[src/rtl/player_laser_ctrl.sv]
// Player ship and laser game state, advanced once per frame pulse during blanking.
// Buttons are synchronized; a fire press arms a single shot that launches on the next frame.
module player_laser_ctrl #(
    parameter int RES_H       = 640,
    parameter int PLAYER_W    = 26,
    parameter int PLAYER_Y    = 440,
    parameter int PLAYER_STEP = 2,
    parameter int PROJ_W      = 2,
    parameter int PROJ_H      = 8,
    parameter int LASER_STEP  = 4
) (
    input  logic       clk,
    input  logic       rst,
    input  logic       frame,
    input  logic       btn_left,
    input  logic       btn_right,
    input  logic       btn_fire,
    input  logic       laser_hit,
    output logic [9:0] player_x,
    output logic [9:0] player_y,
    output logic       laser_active,
    output logic [9:0] laser_x,
    output logic [9:0] laser_y
);

    localparam logic [9:0] X_MAX     = 10'(RES_H - PLAYER_W);
    localparam logic [9:0] X_RESET   = 10'((RES_H - PLAYER_W) / 2);
    localparam logic [9:0] P_STEP    = 10'(PLAYER_STEP);
    localparam logic [9:0] L_STEP    = 10'(LASER_STEP);
    localparam logic [9:0] SPAWN_OFS = 10'(PLAYER_W / 2 - PROJ_W / 2);
    localparam logic [9:0] SPAWN_Y   = 10'(PLAYER_Y - PROJ_H);

    typedef enum logic {IDLE, FLY} state_t;

    state_t     state;
    logic [1:0] left_sync;
    logic [1:0] right_sync;
    logic [1:0] fire_sync;
    logic       fire_prev;
    logic       fire_req;
    logic       fire_edge;
    logic       move_left;
    logic       move_right;

    assign player_y   = 10'(PLAYER_Y);
    assign fire_edge  = fire_sync[1] & ~fire_prev;
    assign move_left  = left_sync[1] & ~right_sync[1];
    assign move_right = right_sync[1] & ~left_sync[1];

    always_ff @(posedge clk or posedge rst) begin
        if (rst) begin
            left_sync  <= '0;
            right_sync <= '0;
            fire_sync  <= '0;
            fire_prev  <= 1'b0;
        end else begin
            left_sync  <= {left_sync[0], btn_left};
            right_sync <= {right_sync[0], btn_right};
            fire_sync  <= {fire_sync[0], btn_fire};
            fire_prev  <= fire_sync[1];
        end
    end

    // Saturating move; the subtract is guarded so it can never wrap below zero.
    always_ff @(posedge clk or posedge rst) begin
        if (rst) begin
            player_x <= X_RESET;
        end else if (frame) begin
            if (move_left)
                player_x <= (player_x < P_STEP) ? 10'd0 : player_x - P_STEP;
            else if (move_right)
                player_x <= (player_x > X_MAX - P_STEP) ? X_MAX : player_x + P_STEP;
        end
    end

    // Spawn reads player_x before this frame's move lands (same edge).
    always_ff @(posedge clk or posedge rst) begin
        if (rst) begin
            state        <= IDLE;
            laser_active <= 1'b0;
            laser_x      <= '0;
            laser_y      <= '0;
            fire_req     <= 1'b0;
        end else begin
            case (state)
                IDLE: begin
                    if (frame && fire_req) begin
                        state        <= FLY;
                        laser_active <= 1'b1;
                        laser_x      <= player_x + SPAWN_OFS;
                        laser_y      <= SPAWN_Y;
                        fire_req     <= 1'b0;
                    end else if (fire_edge) begin
                        fire_req <= 1'b1;
                    end
                end
                FLY: begin
                    fire_req <= 1'b0;
                    if (laser_hit) begin
                        state        <= IDLE;
                        laser_active <= 1'b0;
                    end else if (frame) begin
                        if (laser_y < L_STEP) begin
                            state        <= IDLE;
                            laser_active <= 1'b0;
                        end else begin
                            laser_y <= laser_y - L_STEP;
                        end
                    end
                end
                default: begin
                    state        <= IDLE;
                    laser_active <= 1'b0;
                end
            endcase
        end
    end

endmodule

[config.mk]
export PLATFORM = sky130hd
export DESIGN_NAME = player_laser_ctrl
export DESIGN_NICKNAME = d
export VERILOG_FILES = /design/src/rtl/player_laser_ctrl.sv
export SDC_FILE = /design/constraint.sdc
export NUM_CORES = 1
export LEC_CHECK = 0
export BUFFER_PORTS_ARGS = -buffer_cell sky130_fd_sc_hd__buf_4
export CAP_MARGIN = 10
export CORE_ASPECT_RATIO = 1.5
export CORE_MARGIN = 8
export CORE_UTILIZATION = 50
export CTS_CLUSTER_DIAMETER = 40
export DETAILED_ROUTE_END_ITERATION = 10
export PLACE_DENSITY = 0.74
export RECOVER_POWER = 100
export REMOVE_ABC_BUFFERS = 1
export SKIP_CTS_REPAIR_TIMING = 1
export SYNTH_ARGS = -nofsm -noshare
export SYNTH_HDL_FRONTEND = slang
export SYNTH_SLANG_ARGS = --single-unit
[constraint.sdc]
create_clock -name clk -period 2.6 [get_ports clk]
set_clock_uncertainty 0.1 [all_clocks]
set_input_delay 0 -clock clk [delete_from_list [all_inputs] [get_ports clk]]
set_output_delay 0 -clock clk [all_outputs]
set_load 0.01 [all_outputs]
# --- After elaboration in Yosys (flattened, before gate mapping) ---
# Cells that the tools add are included.
totals:
  ff_bits: 40
  wordCells: 59
  input_bits: 7
classes:
  magnitude_cmp: 3
  bitwise_logic: 7
  muxes: 22
  n_addsub: 4
  reduce_logical: 6
  eq_ne: 7
ops:
  columns: ["operator", "n"]
  rows:
  - ["10-bit 2-to-1 mux", 8]
  - ["10-bit one-hot mux with 2 select lines", 1]
  - ["10-bit by 2-bit adder with 10-bit output (second input constant)", 1]
  - ["10-bit by 4-bit adder with 10-bit output (second input constant)", 1]
  - ["10-bit greater-than comparator (second input constant)", 1]
  - ["10-bit by 2-bit less-than comparator with 1-bit output (second input constant)", 1]
  - ["10-bit by 3-bit less-than comparator with 1-bit output (second input constant)", 1]
  - ["1-bit 2-to-1 mux", 10]
  - ["10-bit by 2-bit subtractor with 10-bit output (second input constant)", 1]
  - ["10-bit by 3-bit subtractor with 10-bit output (second input constant)", 1]
  - ["2-bit != test (second input constant)", 4]
  - ["3-bit != test (second input constant)", 2]
  - ["1-bit one-hot mux with 2 select lines", 3]
  - ["1-bit NOT", 4]
  - ["2-bit AND reduction", 2]
  - ["4-bit AND reduction", 1]
  - ["1-bit bitwise AND", 3]
  - ["3-bit by 2-bit != test with 1-bit output (second input constant)", 1]
  - ["3-bit AND reduction", 1]
  - ["2-bit nonzero test", 1]
  - ["1-bit logical AND", 1]

# --- Longest topological paths before layout ---
logic_depth:
  depth_word: 5
  mapped_depth: 7

# --- Worst setup path before layout ---
# No wires, ideal clock.
synth_path:
  kind: "flip-flop to flip-flop"
  start: "register player_x[3]"
  end: "register player_x[7]"
  n_path_buf: 0
  path_slack_ps: 420
  required_time_ps: 2374
  arrival_time_ps: 1954
  setup_time_ps: 126
  period_less_slack_ps: 2180
  stages_incl_launch_ff: 7
  path_cell_list: "dfrtp_1 -> inv_1 -> ha_1 -> or2b_2 -> o31ai_4 -> o21ai_2 -> a221o_1"
synth_via:
  elab_chain_cells: 4
  word_cells_on_any_way: 8
  cone_classes: "add/sub (2); order compare (2); mux (4)"
synth_lines:
  columns: ["item", "line_no", "source"]
  rows:
  - ["start, declared", "19", "output logic [9:0] player_x,"]
  - ["start signal, assigned", "70", "player_x <= (player_x < P_STEP) ? 10'd0 : player_x - P_STEP;"]
  - ["start signal, assigned", "72", "player_x <= (player_x > X_MAX - P_STEP) ? X_MAX : player_x + P_STEP;"]
  - ["10-bit by 2-bit adder with 10-bit output / 10-bit greater-than comparator (equally long branches)", "72", null]
  - ["10-bit 2-to-1 mux", "72", null]
  - ["10-bit 2-to-1 mux", "71", "else if (move_right)"]
  - ["10-bit 2-to-1 mux (*)", "69", "if (move_left)"]
# Every way passes the cells marked *; elsewhere a longest branch is shown, timed or not. The select of a mux whose other input is x is not followed.
# A chain may end at the register's enable or synchronous reset.

# --- Worst setup path after layout ---
# Same ends and word-level chain as after synthesis.

==> out/metrics.yaml <==
status: "finished, final reports clean"
hp-class: "flop to flop"
grt_max_degree: 39
route.detailed.drc: 0
power_leakage_nw: 1.06
firstDrtPassIters: 5
crit_type: "flop to flop"
fp-row-count: 30
synth_cells: 246
cts_tree: "yes"
period_needed_ns: 2.44
setup_viol: 0
die_w_um: 70.7
antenna_found_initial: 0
critical_path_buf_inv_count: 1
arrival_ns: 2.52
cpPeakStageDelay_ns: 0.45
coreArea_sq_um: 4430
synth_area_leaders: "dfrtp_1 37%, dfstp_2 5.8%, nand2_1 4.7%, buf_4 4.0%, ha_1 3.9%"
cts_root_buf: "clkbuf_8"
via_per_inst: 5.84
clk_latency_ns: 0.29
yosys.area.top_type_share_pct: 36.7
relSlewSlack_pct: 27.2
slew_viol_final: 0
routed_wl_mm: 5.45
synthMostInstantiatedCell: "dfrtp_1"
synth_flop_cell: "dfrtp_1"
cp_slowest_cell: "dfrtp_1"
period_share_pct: 93.7
clkTransAtPathRegs_ns: 0.08
p_comb_share_pct: 36.0
first_iter_violations: 200
ys_ff_latch: 38
power_w: 0.00209
p_clk_share_pct: 20.8
synth_edf_count: 0
async_flop_share_pct: 100
gr-total-overflow: 0
cp_top_family: "compound AO/OA/AOI/OAI gates"
startpoint_type: "flop"
io_buffers: 35
die_y_um: 98.1
powerDensity_nw_per_um2: 824
rsz0062_at_grt: "no"
ys_types: 58
share_seq_of_total_power_pct: 43.3
worstMarginPinSlew_ns: 1.09
p_sw_w: 0.000839
p_sw_share_pct: 40.1
antenna_left: 0
synth_area_per_cell_sq_um: 9.13
cap_violations: 0
critPathMaxFanout: 8
netlist_area_sq_um: 2250
grt_pass1_wl_mm: 8.86
intPower_w: 0.00125
ys_seq_area_share_pct: 42.6
dieArea_sq_um: 6940
end_kind: "flop"
nNetsFinal: 298
dp_hpwl_mm: 3.88
cts_buffer_depth: 2
cts_buffers: 5
cts_sinks: 38
fmax_mhz: 411
grt_usage_pct: 15.4
dr_total_vias: 1944
cp.required_ns: 2.69
boundaryPins: 48
vdd_ir_drop_max_mv: 0.368
hold_violations: 0
diodes: 0
synth_common_cells: "33 x dfrtp_1, 28 x nand2_1, 16 x nor2_1, 16 x o21ai_0, 14 x inv_1"
h-tree-depth: 2
yosysTopAreaCell: "dfrtp_1"
wl_per_cell_um: 16.4
start_util_pct: 50.7
gp_congestion: 0.932
areaGrowthSynthToFinish_pct: 12.9
drive_gt1_share_pct: 11.2
cp_cell_sequence: "inv_1, ha_1, or2b_2, o31ai_4, o21ai_0, a221o_1"
first_global_vias: 1884
yosys_warnings: 0
tns_ns: 0
## cells by family (layout without fill, tap and decap cells)
logic type	after synthesis	in the layout	share of synthesized area [%]
buffers and inverters	39	68	9.58
AO/OA/AOI/OAI	61	61	19.0
multiplexers	3	3	1.34
flip-flops	38	38	42.6
other	2	12	0.334
XOR/XNOR	8	8	3.12
adder cells (fa/ha/maj)	7	7	3.90
AND/OR/NAND/NOR	88	88	20.1
## cell usage in the layout (no fill, tap or decap), types with 3 or more instances in the layout
| cell | Yosys | routed |
|---|---|---|
| a21oi_1 | 9 | 9 |
| and3_1 | 3 | 3 |
| buf_4 | 12 | 10 |
| clkbuf_1 | 9 | 25 |
| clkbuf_4 | 0 | 4 |
| clkbuf_8 | 0 | 6 |
| conb_1 | 2 | 12 |
| dfrtp_1 | 33 | 33 |
| dfstp_1 | 0 | 5 |
| dlygate4sd3_1 | 0 | 6 |
| ha_1 | 7 | 7 |
| inv_1 | 14 | 14 |
| mux2i_1 | 3 | 3 |
| nand2_1 | 28 | 28 |
| nand2b_1 | 3 | 3 |
| nand3_1 | 7 | 7 |
| nand4_1 | 4 | 4 |
| nor2_1 | 16 | 16 |
| nor2b_1 | 4 | 4 |
| nor3_1 | 6 | 6 |
| nor3b_1 | 3 | 3 |
| o211ai_1 | 4 | 4 |
| o21ai_0 | 16 | 17 |
| o22ai_1 | 4 | 4 |
| o31ai_1 | 3 | 3 |
| xnor2_1 | 7 | 7 |
## state kept, by name (all words and copies together), names as in the netlist, 2 cells and up
register    cells
left_sync       2
player_x       10
laser_x        10
laser_y         8
fire_sync       2
right_sync      2
## worst reg2reg max path: cells and delay by family, from the launching register on
kind,cells,cell delay (ns)
adders and majority gates,1,0.29
buffers and inverters,1,0.17
and+or+nand+nor,1,0.38
DFF,1,0.45
AOI/OAI and AO/OA,3,0.93
## layer usage
| layer | track usage (%) | wire, um |
|---|---|---|
| met1 | 17.8 | 2260 |
| met2 | 25.7 | 2670 |
| met3 | 2.87 | 327 |
| met4 | 9.02 | 190 |
| met5 | 0 | 0 |
## power groups by stage
stage          clock [W]  sequential (W)  combinational [W]
3_5_place_dp           0        0.000922           0.000825
3_3_place_gp           0        0.000915           0.000811
2_1_floorplan          0        0.000947           0.000433
5_1_grt         0.000467        0.000931           0.000832
6_report        0.000434        0.000904           0.000752
4_1_cts         0.000443        0.000911           0.000834
## metrics by stage
| step | hold WS, ns | instances | setup WS [ns] | utilization [%] | area (sq um) |
|---|---|---|---|---|---|
| after floorplan | -0.0686 | 231 | 0.417 | - | 2120 |
| after global placement | 0.00985 | 319 | 0.310 | 56.0 | 2480 |
| after detailed placement | 0.0104 | 319 | 0.274 | 56.0 | 2480 |
| after CTS | -0.296 | 327 | 0.233 | 58.2 | 2580 |
| after global routing | 0.265 | 333 | 0.0626 | 57.3 | 2540 |
| final | 0.251 | 333 | 0.165 | 57.3 | 2540 |
## layout make-up
class,instances,area [sq um]
multi-input combinational,179,1110
inverter,14,52.6
fill,433,1890
clock buffer,6,82.6
sequential,38,957
timing repair buffer,46,264
tap,48,60.1
clock inverter,2,12.5
## path summary, 6_finish.rpt
path,startpoint,to,slack [ns],depth (start not counted)
hold / removal,fire_sync[0],fire_sync[1],0.25,0
min in group asynchronous,rst,player_x[7],0.45,4
max in group asynchronous,rst,player_x[2],1.37,4
setup / recovery,player_x[3],player_x[7],0.16,6
setup reg to reg,player_x[3],player_x[7],0.16,6
hold reg to reg,fire_sync[0],fire_sync[1],0.25,0
No activity file was read; power rests on OpenSTA's default activity.
